===== config.mk =====
export PLATFORM = sky130hd
export DESIGN_NAME = dmem_access_unit
export DESIGN_NICKNAME = d
export VERILOG_FILES = /design/src/rtl/dmem_access_unit.sv
export SDC_FILE = /design/constraint.sdc
export NUM_CORES = 1
export LEC_CHECK = 0
export ABC_AREA = 0
export BUFFER_PORTS_ARGS = -buffer_cell sky130_fd_sc_hd__buf_2
export CAP_MARGIN = 20
export CORE_MARGIN = 8
export CORE_UTILIZATION = 48
export DETAILED_ROUTE_END_ITERATION = 8
export PLACE_DENSITY = 0.81
export SLEW_MARGIN = 20
export SYNTH_ARGS = -nofsm -noshare
export SYNTH_HDL_FRONTEND = slang
export SYNTH_SLANG_ARGS = --single-unit

===== constraint.sdc =====
create_clock -name clk -period 1.9 [get_ports clk]
set_input_delay 0.19 -clock clk [delete_from_list [all_inputs] [get_ports clk]]
set_output_delay 0.19 -clock clk [all_outputs]
set_load 0.1 [all_outputs]

===== src/rtl/dmem_access_unit.sv =====
`default_nettype none
// ============================================================================
// Module      : dmem_access_unit
// Description : MEM-stage sequencer that issues one word-aligned data-cache
//               request per load/store, stalls until the response arrives and
//               returns sign/zero-extended load data. Optional misalignment
//               trap enabled by defining DMEM_MISALIGN_TRAP_EN.
// Revision    : 1.0 - initial release
// ============================================================================
module dmem_access_unit (
  input  logic        clk,
  input  logic        rst,
  input  logic        valid_i,
  input  logic        mem_read_i,
  input  logic        mem_write_i,
  input  logic [2:0]  funct3_i,
  input  logic [31:0] alu_out_i,
  input  logic [31:0] rs2_out_i,
  input  logic [31:0] dmem_rdata,
  input  logic        dmem_resp,
  output logic        dmem_read,
  output logic        dmem_write,
  output logic [31:0] dmem_address,
  output logic [31:0] dmem_wdata,
  output logic [3:0]  dmem_mbe,
  output logic [31:0] load_data_o,
  output logic        load_valid_o,
  output logic        stall_o,
  output logic        misaligned_o
);

  typedef enum logic [1:0] {
    S_IDLE = 2'd0,
    S_BUSY = 2'd1,
    S_DONE = 2'd2
  } state_t;

  localparam logic [1:0] C_SZ_B = 2'b00;
  localparam logic [1:0] C_SZ_H = 2'b01;

  state_t      r_state;
  logic [1:0]  r_off;
  logic [2:0]  r_funct3;
  logic        r_is_load;

  logic        w_mem_op;
  logic        w_misaligned;
  logic        w_go;
  logic [1:0]  w_off;
  logic [3:0]  w_mbe;
  logic [31:0] w_wdata;

  assign w_mem_op = valid_i & (mem_read_i | mem_write_i);
  assign w_go     = w_mem_op & ~w_misaligned;
  assign stall_o  = ~rst & (((r_state == S_IDLE) & w_go) | (r_state == S_BUSY));

  // Offsets are force-aligned to the access size; with the trap enabled the
  // dropped bits never matter because misaligned accesses are not issued.
  always_comb begin
    w_off   = 2'b00;
    w_mbe   = 4'b1111;
    w_wdata = rs2_out_i;
    case (funct3_i[1:0])
      C_SZ_B: begin
        w_off   = alu_out_i[1:0];
        w_mbe   = 4'b0001 << alu_out_i[1:0];
        w_wdata = {4{rs2_out_i[7:0]}};
      end
      C_SZ_H: begin
        w_off   = {alu_out_i[1], 1'b0};
        w_mbe   = 4'b0011 << {alu_out_i[1], 1'b0};
        w_wdata = {2{rs2_out_i[15:0]}};
      end
      default: ;
    endcase
  end

`ifdef DMEM_MISALIGN_TRAP_EN
  always_comb begin
    w_misaligned = 1'b0;
    case (funct3_i[1:0])
      C_SZ_B:  w_misaligned = 1'b0;
      C_SZ_H:  w_misaligned = alu_out_i[0];
      default: w_misaligned = |alu_out_i[1:0];
    endcase
  end

  always_ff @(posedge clk) begin
    if (rst) misaligned_o <= 1'b0;
    else     misaligned_o <= (r_state == S_IDLE) & w_mem_op & w_misaligned;
  end
`else
  assign w_misaligned = 1'b0;
  assign misaligned_o = 1'b0;
`endif

  function automatic logic [31:0] extend_load(input logic [31:0] rdata,
                                              input logic [1:0]  off,
                                              input logic [2:0]  f3);
    logic [7:0]  b;
    logic [15:0] h;
    b = 8'(rdata >> {off, 3'b000});
    h = off[1] ? rdata[31:16] : rdata[15:0];
    case (f3[1:0])
      C_SZ_B:  extend_load = f3[2] ? {24'b0, b} : {{24{b[7]}}, b};
      C_SZ_H:  extend_load = f3[2] ? {16'b0, h} : {{16{h[15]}}, h};
      default: extend_load = rdata;
    endcase
  endfunction

  always_ff @(posedge clk) begin
    if (rst) begin
      r_state      <= S_IDLE;
      r_off        <= 2'b00;
      r_funct3     <= 3'b000;
      r_is_load    <= 1'b0;
      dmem_read    <= 1'b0;
      dmem_write   <= 1'b0;
      dmem_address <= 32'b0;
      dmem_wdata   <= 32'b0;
      dmem_mbe     <= 4'b0;
      load_data_o  <= 32'b0;
      load_valid_o <= 1'b0;
    end else begin
      load_valid_o <= 1'b0;
      case (r_state)
        S_IDLE: begin
          if (w_go) begin
            dmem_read    <= mem_read_i;
            dmem_write   <= ~mem_read_i;
            dmem_address <= {alu_out_i[31:2], 2'b00};
            dmem_wdata   <= w_wdata;
            dmem_mbe     <= w_mbe;
            r_off        <= w_off;
            r_funct3     <= funct3_i;
            r_is_load    <= mem_read_i;
            r_state      <= S_BUSY;
          end
        end
        S_BUSY: begin
          if (dmem_resp) begin
            dmem_read    <= 1'b0;
            dmem_write   <= 1'b0;
            load_valid_o <= r_is_load;
            if (r_is_load) load_data_o <= extend_load(dmem_rdata, r_off, r_funct3);
            r_state      <= S_DONE;
          end
        end
        default: r_state <= S_IDLE;
      endcase
    end
  end

endmodule
`default_nettype wire


* After elaboration in Yosys (flattened, before gate mapping) *
Index checks and enable logic that the tools add are counted.
Widths: inputs -> output; s select.

cells by class
  reductions and logical operators = 9
  eq/ne operators = 5
  shifts and indexed selects = 3
  bitwise logic cells = 9
  muxes and demuxes = 15

operators by type and width
  kind                 count
  $pmux 32 s2          2
  $mux 32              2
  $shr 32x5->8         1
  $mux 16              1
  $pmux 2 s2           2
  $pmux 4 s2           1
  $eq 2x1->1 const B   3
  $logic_not 2->1      3
  $reduce_and 3->1     2
  $mux 2               2
  $ne 2x2->1 const B   2
  $not 1->1            4
  $pmux 1 s2           2
  $reduce_and 2->1     2
  $shl 1x2->4 const A  1
  $shl 2x2->4 const A  1
  $and 1x1->1          3
  $mux 1               3
  $reduce_or 3->1      1
  $or 1x1->1           2
  $reduce_bool 2->1    1

storage, ports and cells
  input port bits = 105
  register bits = 109
  output and inout port bits = 105
  word-level logic and storage cells = 52

* Depth between registers and ports, before layout *
Gate-level depths: netlist of the first run.

  word-level depth = 5
  mapped depth = 6
  gate-level depth less buffers = 4

* Worst setup path after synthesis of the first run *
Ideal clock, no wire load.

  kind = reg-to-output
  start point = register r_state[0]
  end point = output port stall_o
  arrival time = 2.718 ns
  cell stages (with the launch flop) = 3
  path slack = -1.008 ns
  required time = 1.710 ns
  path buffers = 0
  cell sequence = dfxtp_1 > inv_1 > a211oi_1

between the ends
  word-level cells in the longest chain between the ends = 4
  elaborated cells on any way between the ends = 5
  classes of those cells = eq/ne: 1; bitwise: 3; reduce/logical: 1

ends and longest elaborated chain
  what                    RTL line  RTL
  from (decl)             41        state_t r_state;
  from (signal assigned)  113       r_state <= S_IDLE;
  from (signal assigned)  137       r_state <= S_BUSY;
  from (signal assigned)  146       r_state <= S_DONE;
  $logic_not 2->1         55        assign stall_o = ~rst & (((r_state == S_IDLE) & w_go) | (r_state == S_BUSY));
  $and 1x1->1             55
  $or 1x1->1 (*)          55
  $and 1x1->1 (*)         55
  to (decl)               28        output logic stall_o,

Mark *: on every way between the ends. The rest lies on a longest branch, timed or not.

* Final worst setup path of the first run *
  start point = register r_off[0]
  end point = register load_data_o[6]

between the ends
  word-level cells in the longest chain between the ends = 3

ends and longest elaborated chain
  what                    RTL line  RTL
  from (decl)             42        logic [1:0] r_off;
  from (signal assigned)  134       r_off <= w_off;
  $shr 32x5->8            102       b = 8'(rdata >> {off, 3'b000});
  $mux 32                 105       C_SZ_B: extend_load = f3[2] ? {24'b0, b} : {{24{b[7]}}, b};
  $pmux 32 s2             104       case (f3[1:0])
  to (signal assigned)    145       if (r_is_load) load_data_o <= extend_load(dmem_rdata, r_off, r_funct3);
  to (decl)               26        output logic [31:0] load_data_o,

Every way passes these cells.
A chain may end at the register's enable or synchronous reset.

==> impl_metrics.tcl, run 1 <==
set metrics [dict create \
    synth_ff_type "dfxtp_1" \
    final_util_pct 62.5 \
    grt_pass1_wl_um 22900 \
    hold_violations 0 \
    routedWlPerCell_um 16.7 \
    initial_utilization_pct 49.2 \
    clk_latency_ns 0.35 \
    p_sw_mw 2.11 \
    min_path_type "input port to register" \
    clockBufferDepth 2 \
    crit_type "register to register" \
    htreeDepth 3 \
    seqPwrFrac_pct 44.7 \
    yosys.area.top_type "dfxtp_1" \
    coreArea_um2 9770 \
    cp_data_arrival_time_ns 2.04 \
    drv_slew 0 \
    clkTransAtPathRegs_ns 0.11 \
    drt-initial-drc-count 474 \
    ys_seq_elements 109 \
    p_leak_nw 2.65 \
    fin_crit_ns 1.80 \
    synth_edf_count 0 \
    antenna_found_initial 0 \
    grt_max_degree 90 \
    hold_slack_ns 0.0600 \
    drc_errors 0 \
    swShare_pct 38.3 \
    synthTopCellsByCount "138 x nand2_1, 109 x dfxtp_1, 55 x a21oi_1" \
    tritoncts "built" \
    internal_power_mw 3.41 \
    synthTopCellsByArea "dfxtp_1 45%, nand2_1 11%, a211oi_1 6.6%" \
    ir_worst_vdd_mv 0.556 \
    power_frac_comb_pct 29.0 \
    finalCritPeriodShare_pct 94.7 \
    hold_buffers 0 \
    nets 847 \
    cts-resized-gates 0 \
    ant_nets 0 \
    worst_pin_slew_ns 0.590 \
    power.density_nw_per_um2 904 \
    status "completed" \
    p_clk_share_pct 26.3 \
    clockRootBuffer "clkbuf_8" \
    fmax_ghz 0.556 \
    crit_fanout 9 \
    final_layout_size_suffix_gt1_share_pct 34.4 \
    end_kind "register" \
    tns_ns 0 \
    crit_required_ns 2.14 \
    ioPinCount 210 \
    ff2ff_setup_slack_ns 0.10 \
    rows 36 \
    rsz0062_at_grt "false" \
    drt_pre_antenna_iters 4 \
    ys_warn_count 0 \
    dp_hpwl_um 11000 \
    clkSinkCount 109 \
    syn_area_um2 4810 \
    avgViaCountPerCell 5.40 \
    chipWidth_um 116 \
    syn_area_per_cell_um2 8.53 \
    die_y_um 116 \
    fin_ws_ns 0.100 \
    slew_headroom_pct 60.7 \
    ys_async_sr_fraction_pct 0 \
    grt_pass1_vias 4697 \
    setup_viol 0 \
    postCtsSetupRepairBufs 0 \
    seq_area_frac_synth_pct 45.3 \
    dp_slack_ns 0.125 \
    synth_top_area_share_pct 45.3 \
    drv_cap 0 \
    synth_most_common_cell "nand2_1" \
    cts_buffers 9 \
    syn_to_final_growth_pct 26.9 \
    syn_inst 564 \
    routed_wl_um 14700 \
    die-area_um2 13500 \
    clock_skew_ns 0.00914 \
    gr-total-overflow 0 \
    start_kind "register" \
    vias 4755 \
    track_usage_pct 21.2 \
    ys_types 39 \
    gp_congestion 0.917 \
    antenna_cells 0 \
    io_buffers 206 \
]
-- final timing paths --
path / from / to / cells past startpoint
hold reg to reg: dmem_address[29] / dmem_address[29] / 2
setup reg to reg: r_off[0] / load_data_o[6] / 4
hold / removal: alu_out_i[5] / dmem_address[5] / 3
setup / recovery: r_off[0] / load_data_o[6] / 4
-- sequential cells by signal (all words and copies together) (netlist names), 2 cells and up --
| name | cells |
|---|---|
| dmem_wdata | 32 |
| load_data_o | 32 |
| dmem_address | 30 |
| dmem_mbe | 4 |
| r_funct3 | 3 |
| r_off | 2 |
| r_state | 2 |
-- per-stage QoR --
stage | power [mW] | cell area, um^2 | instances
floorplan | 3.78 | 4830 | 566
global placement | 4.10 | 5900 | 864
detailed placement | 4.13 | 5900 | 864
CTS | 5.58 | 6110 | 880
global route | 5.78 | 6110 | 880
finish | 5.52 | 6110 | 880
-- kinds of logic after synthesis --
kind of cell	synth area share, %
buffers and inverters	6.03
multiplexers	10.7
AO/OA/AOI/OAI	18.9
flip-flops	45.3
AND/OR/NAND/NOR	18.9
other	0.0779
-- routing by layer --
layer	global-route usage, %	part of all wire (%)	up-vias
met5	0	0	-
met4	8.73	2.2	0
met3	7.55	11	21
met2	35.8	49	193
met1	23.9	38	2230
li1	-	-	2311
-- power groups by stage --
stage	clock, mW	sequential [mW]	combinational, mW
final	1.45	2.47	1.60
after global routing	1.61	2.49	1.68
after CTS	1.50	2.47	1.61
after detailed placement	0	2.52	1.60
after global placement	0	2.51	1.58
after floorplan	0	3.31	0.465
-- final cells by class --
type / instances / area (um^2)
fill: 884 / 3670
multi-input combinational: 401 / 2360
tap: 133 / 166
inverter: 2 / 7.51
sequential: 109 / 2180
clock inverter: 6 / 70.1
clock buffer: 10 / 138
timing repair buffer: 219 / 1180
-- cell usage in the layout, fill, tap and decap left out, types with 2 or more instances in the layout --
cell type  Yosys  routed
clkinv_4       0       2
nand3b_1       7       7
o21ai_0       18      18
inv_6          0       2
conb_1         1       3
nand2b_1       4       4
a211oi_1      42      41
mux2_2         7       7
buf_4         11      11
mux4_2         7       7
nor3_1         2       2
inv_1          2       2
a21oi_1       55      55
buf_2         12     204
a311oi_1      11      11
buf_12         0       4
nand2_1      138     138
o211ai_1       9       9
clkbuf_8       0      10
nand3_1        3       3
mux2i_1       28      28
dfxtp_1      109     109
nor2_1        48      48
nor3b_1        3       3
o21bai_1       2       2
-- critical path: stages (launching register included) --
cell and delay, ns:
dfxtp_1 0.39, nand2b_1 0.46, mux4_2 0.58, mux2i_1 0.15, a211oi_1 0.09
(Power assumes the default switching activity.)
==> run 2: changes to the inputs <==
==> constraint.sdc (replaced) <==
create_clock -name clk -period 1.9 [get_ports clk]
set_input_delay 0.19 -clock clk [delete_from_list [all_inputs] [get_ports clk]]
set_output_delay 0.19 -clock clk [all_outputs]
set_load 0.005 [all_outputs]
==> run 2 against run 1 <==
Compared with the run above: die area stayed put; hold slack got worse by 0.0061 ns; power down 17%; largest cell class unchanged.
==> impl_metrics.tcl, run 2 (synthesized netlist as in run 1, its figures left out) <==
set metrics [dict create \
    status "completed" \
    critical_path.slowest_cell "nor4_2" \
    drv_slew 0 \
    grt_util_met3_pct 7.24 \
    worst_pin_slew_ns 0.663 \
    hold_buffers 0 \
    clk_latency_ns 0.36 \
    postCtsSetupRepairBufs 0 \
    drc_errors 0 \
    avgViaCountPerCell 5.39 \
    final_layout_size_suffix_gt1_share_pct 34.3 \
    coreArea_um2 9770 \
    die-area_um2 13500 \
    routed_wl_um 14700 \
    finalCritPeriodShare_pct 91.2 \
    top_usage_layer "met2" \
    start_kind "register" \
    crit_chain "mux2i_1 -> nor4_1 -> nor4_2 -> a211oi_1" \
    grt_max_degree 90 \
    antenna_found_initial 1 \
    chipWidth_um 116 \
    end_kind "register" \
    clock_skew_ns 0.0145 \
    final_common_cell "buf_2" \
    cts_buffers 9 \
    ant_nets 0 \
    cts-resized-gates 0 \
    p_leak_nw 2.64 \
    layout_common_cells "205 x buf_2, 138 x nand2_1, 109 x dfxtp_1" \
    routedWlPerCell_um 16.7 \
    power_frac_comb_pct 16.9 \
    die_y_um 116 \
    crit_type "register to register" \
    grt_pass1_wl_um 23300 \
    tns_ns 0 \
    reg_top3 "dmem_wdata (32), load_data_o (32), dmem_address (30)" \
    clockBufferDepth 2 \
    grt_use_met1_pct 24.7 \
    crit_required_ns 2.11 \
    p_sw_mw 1.29 \
    dpl-instance-area_um2 5890 \
    htreeDepth 3 \
    hold_violations 0 \
    ioPinCount 210 \
    fmax_ghz 0.577 \
    grt_pass1_vias 4814 \
    cp_data_arrival_time_ns 1.94 \
    clkTransAtPathRegs_ns 0.10 \
    initial_utilization_pct 49.2 \
    min_path_type "input port to register" \
    p_total_mw 4.56 \
    swShare_pct 28.3 \
    power.density_nw_per_um2 752 \
    crit_fanout 7 \
    nFillCells 904 \
    final_util_pct 62.1 \
    vias 4745 \
    drt-initial-drc-count 330 \
    internal_power_mw 3.27 \
    use_met2_pct 35.0 \
    gr-total-overflow 0 \
    rsz0062_at_grt "false" \
    fin_ws_ns 0.168 \
    clkSinkCount 109 \
    seqPwrFrac_pct 54.2 \
    dp_hpwl_um 11200 \
    worst_path_largest_cell_delay_ns 0.59 \
    rows 36 \
    gp_congestion 0.922 \
    nets 847 \
    fin_crit_ns 1.73 \
    setup_viol 0 \
    slew_headroom_pct 55.4 \
    syn_to_final_growth_pct 26.1 \
    io_buffers 206 \
    clockRootBuffer "clkbuf_8" \
    drt_pre_antenna_iters 5 \
    track_usage_pct 21.5 \
    dp_slack_ns 0.172 \
    tritoncts "built" \
    ir_worst_vdd_mv 0.458 \
    fin_area_um2 6070 \
    drv_cap 0 \
    p_clk_share_pct 28.9 \
]
[run 2: through the flow]
stage / hold slack, ns / std cells
6_report: 0.0539 / 881
5_1_grt: 0.0381 / 881
4_1_cts: 0.0397 / 880
3_5_place_dp: 0.437 / 864
3_3_place_gp: 0.429 / 864
2_1_floorplan: 0.310 / 566
[run 2: worst paths after layout]
kind	from	endpoint	slack [ns]	cells after the start
max	r_off[0]	load_data_o[9]	0.17	4
max reg2reg	r_off[0]	load_data_o[9]	0.17	4
min	alu_out_i[31]	dmem_address[31]	0.05	3
min reg2reg	dmem_address[2]	dmem_address[2]	0.46	2
[run 2: routing by layer]
metal,up-vias,part of all wire (%)
li1,2321,-
met1,2181,40
met2,211,47
met3,32,11
met4,0,2.7
met5,-,0
[run 2: layout make-up]
| class | count | area [um^2] | area share (%) |
|---|---|---|---|
| flip-flops and latches | 109 | 2180 | 35.9 |
| inverters | 2 | 7.51 | 0.124 |
| repair buffers | 219 | 1180 | 19.5 |
| multi-input cells | 401 | 2350 | 38.7 |
| diodes | 1 | 2.50 | 0.0412 |
| well taps | 133 | 166 | 2.74 |
| clock buffers | 10 | 138 | 2.27 |
| clock inverters | 6 | 45.0 | 0.742 |
[run 2: power groups by stage]
stage | Combinational [mW] | Sequential, mW | Clock (mW)
6_report | 0.772 | 2.48 | 1.32
5_1_grt | 0.857 | 2.49 | 1.45
4_1_cts | 0.776 | 2.48 | 1.35
3_5_place_dp | 0.774 | 2.53 | 0
3_3_place_gp | 0.752 | 2.52 | 0
2_1_floorplan | 0.422 | 2.53 | 0
[run 2: critical path: cells and delay by family (launching register included)]
| kind | cells | cell delay [ns] |
|---|---|---|
| DFF | 1 | 0.47 |
| and+or+nand+nor | 2 | 0.68 |
| AOI/OAI and AO/OA | 1 | 0.16 |
| muxes | 1 | 0.28 |
==> run 3: changes to the inputs <==
- CORE_MARGIN: 8 -> 2
- clock period: 1.9 -> 1.6 ns (I/O delays scaled with it)
==> run 3 against run 2 <==
Compared with the run above: via count grew 1.4%; global-route usage increased by 3.6 points; clock power is 27% higher; first-iteration DRC count is 16% lower; critical path type unchanged; highest routed layer unchanged.
==> impl_metrics.tcl, run 3 (synthesized netlist as in run 1, its figures left out) <==
set metrics [dict create \
    syn_to_final_growth_pct 30.0 \
    drt_pre_antenna_iters 4 \
    holdPathEnd "dmem_address[28]" \
    die_y_um 104 \
    crit_required_ns 1.84 \
    finalCritPeriodShare_pct 95.1 \
    critical_path_buf_inv_count 1 \
    end_kind "register" \
    cts_buffers 9 \
    grt_pass1_wl_um 22300 \
    initial_utilization_pct 49.2 \
    grt_pass1_vias 4587 \
    final_layout_size_suffix_gt1_share_pct 35.5 \
    layout_common_cells "205 x buf_2, 138 x nand2_1, 107 x dfxtp_1" \
    r2r_start "r_funct3[0]" \
    reg2regPathDepth 5 \
    final_common_cell "buf_2" \
    grt_max_degree 48 \
    dp_slack_ns 0.00945 \
    ir_worst_vdd_mv 0.590 \
    ioPinCount 210 \
    clockBufferDepth 2 \
    critical_path.slowest_cell "mux4_2" \
    clockRootBuffer "clkbuf_8" \
    clock_skew_ns 0.0113 \
    avgViaCountPerCell 5.40 \
    coreArea_um2 9770 \
    final_util_pct 64.0 \
    min_path_type "input port to register" \
    drc_errors 0 \
    crit_type "register to register" \
    antenna_found_initial 0 \
    track_usage_pct 25.1 \
    gr-total-overflow 0 \
    vias 4810 \
    whs_path_depth 3 \
    nets 858 \
    routedWlPerCell_um 15.4 \
    reg_top3 "dmem_wdata (32), load_data_o (32), dmem_address (30)" \
    io_buffers 206 \
    setup_viol 0 \
    rsz0062_at_grt "true" \
    die-area_um2 10800 \
    fin_crit_ns 1.52 \
    dp_hpwl_um 10300 \
    clk_latency_ns 0.37 \
    clkSinkCount 109 \
    status "completed" \
    tritoncts "built" \
    worst_path_largest_cell_delay_ns 0.49 \
    gp_congestion 0.856 \
    postCtsSetupRepairBufs 0 \
    rows 36 \
    drv_cap 0 \
    htreeDepth 3 \
    crit_chain "nand2b_1 -> buf_12 -> mux4_2 -> mux2i_1 -> a211oi_1" \
    min_from "alu_out_i[28]" \
    crit_fanout 9 \
    cp_data_arrival_time_ns 1.77 \
    nFillCells 822 \
    clkTransAtPathRegs_ns 0.10 \
    p_leak_nw 2.72 \
    fin_ws_ns 0.0791 \
    drt-initial-drc-count 276 \
    ant_nets 0 \
    crit_family "multiplexers" \
    power.density_nw_per_um2 893 \
    ff2ff_setup_slack_ns 0.08 \
    start_kind "register" \
    drv_slew 0 \
    fmax_ghz 0.658 \
    antenna_cells 0 \
    chipWidth_um 104 \
    r2r_end "load_data_o[4]" \
    routed_wl_um 13800 \
    hold_violations 0 \
]
[run 3: repair_timing]
action | CTS | global route
setup endpoints to repair | 3 | 7
endpoints found under the hold margin | 0 | 0
hold buffers | 0 | 0
resized for setup | 1 | 4
[run 3: layout make-up]
type	instances	area (um^2)	area share, %
flip-flops and latches	109	2180	34.9
well taps	133	166	2.66
repair buffers	230	1340	21.4
clock buffers	13	149	2.38
clock inverters	3	45.0	0.720
multi-input cells	401	2360	37.8
inverters	2	7.51	0.120
[run 3: metal layers]
layer | part of all wire (%) | global-route usage, % | vias up | wire (um)
li1 | - | - | 2343 | -
met1 | 40 | 30.4 | 2216 | 5530
met2 | 48 | 41.4 | 217 | 6630
met3 | 8.5 | 7.89 | 34 | 1180
met4 | 3.1 | 10.0 | 0 | 420
met5 | 0 | 0 | - | 0
[run 3: worst reg2reg max path: stages, from the launching register on]
cell	delay (ns)
dfxtp_1	0.34
nand2b_1	0.15
buf_12	0.15
mux4_2	0.49
mux2i_1	0.16
a211oi_1	0.11
[run 3: how the worst max path moves through the flow]
stage          depth (start not counted)               to         from  slack (ns)
5_1_grt                                5   load_data_o[4]  r_funct3[0]      -0.003
4_1_cts                                5   load_data_o[4]  r_funct3[0]        0.08
3_3_place_gp                           6  load_data_o[17]     r_off[1]        0.12
3_5_place_dp                           6  load_data_o[17]     r_off[1]       0.009
6_report                               5   load_data_o[4]  r_funct3[0]        0.08
2_1_floorplan                          6   load_data_o[3]     r_off[0]        0.13
[run 3: where the power goes]
part / internal (mW) / leakage, nW / total [mW] / switching (mW)
Combinational: 0.454 / 1.74 / 0.969 / 0.515
Clock: 0.771 / 0.0899 / 1.68 / 0.912
Sequential: 2.85 / 0.891 / 2.94 / 0.0828
[run 3: metrics by stage]
| stage | instance area, um^2 | cells | setup TNS [ns] | hold slack, ns | power [mW] |
|---|---|---|---|---|---|
| floorplan | 4820 | 566 | 0 | 0.280 | 3.50 |
| global placement | 6040 | 875 | 0 | 0.400 | 3.92 |
| detailed placement | 6040 | 875 | 0 | 0.408 | 3.96 |
| CTS | 6240 | 891 | 0 | 0.00402 | 5.61 |
| global route | 6260 | 891 | -0.00273 | 0.00804 | 5.85 |
| finish | 6260 | 891 | 0 | 0.0156 | 5.59 |
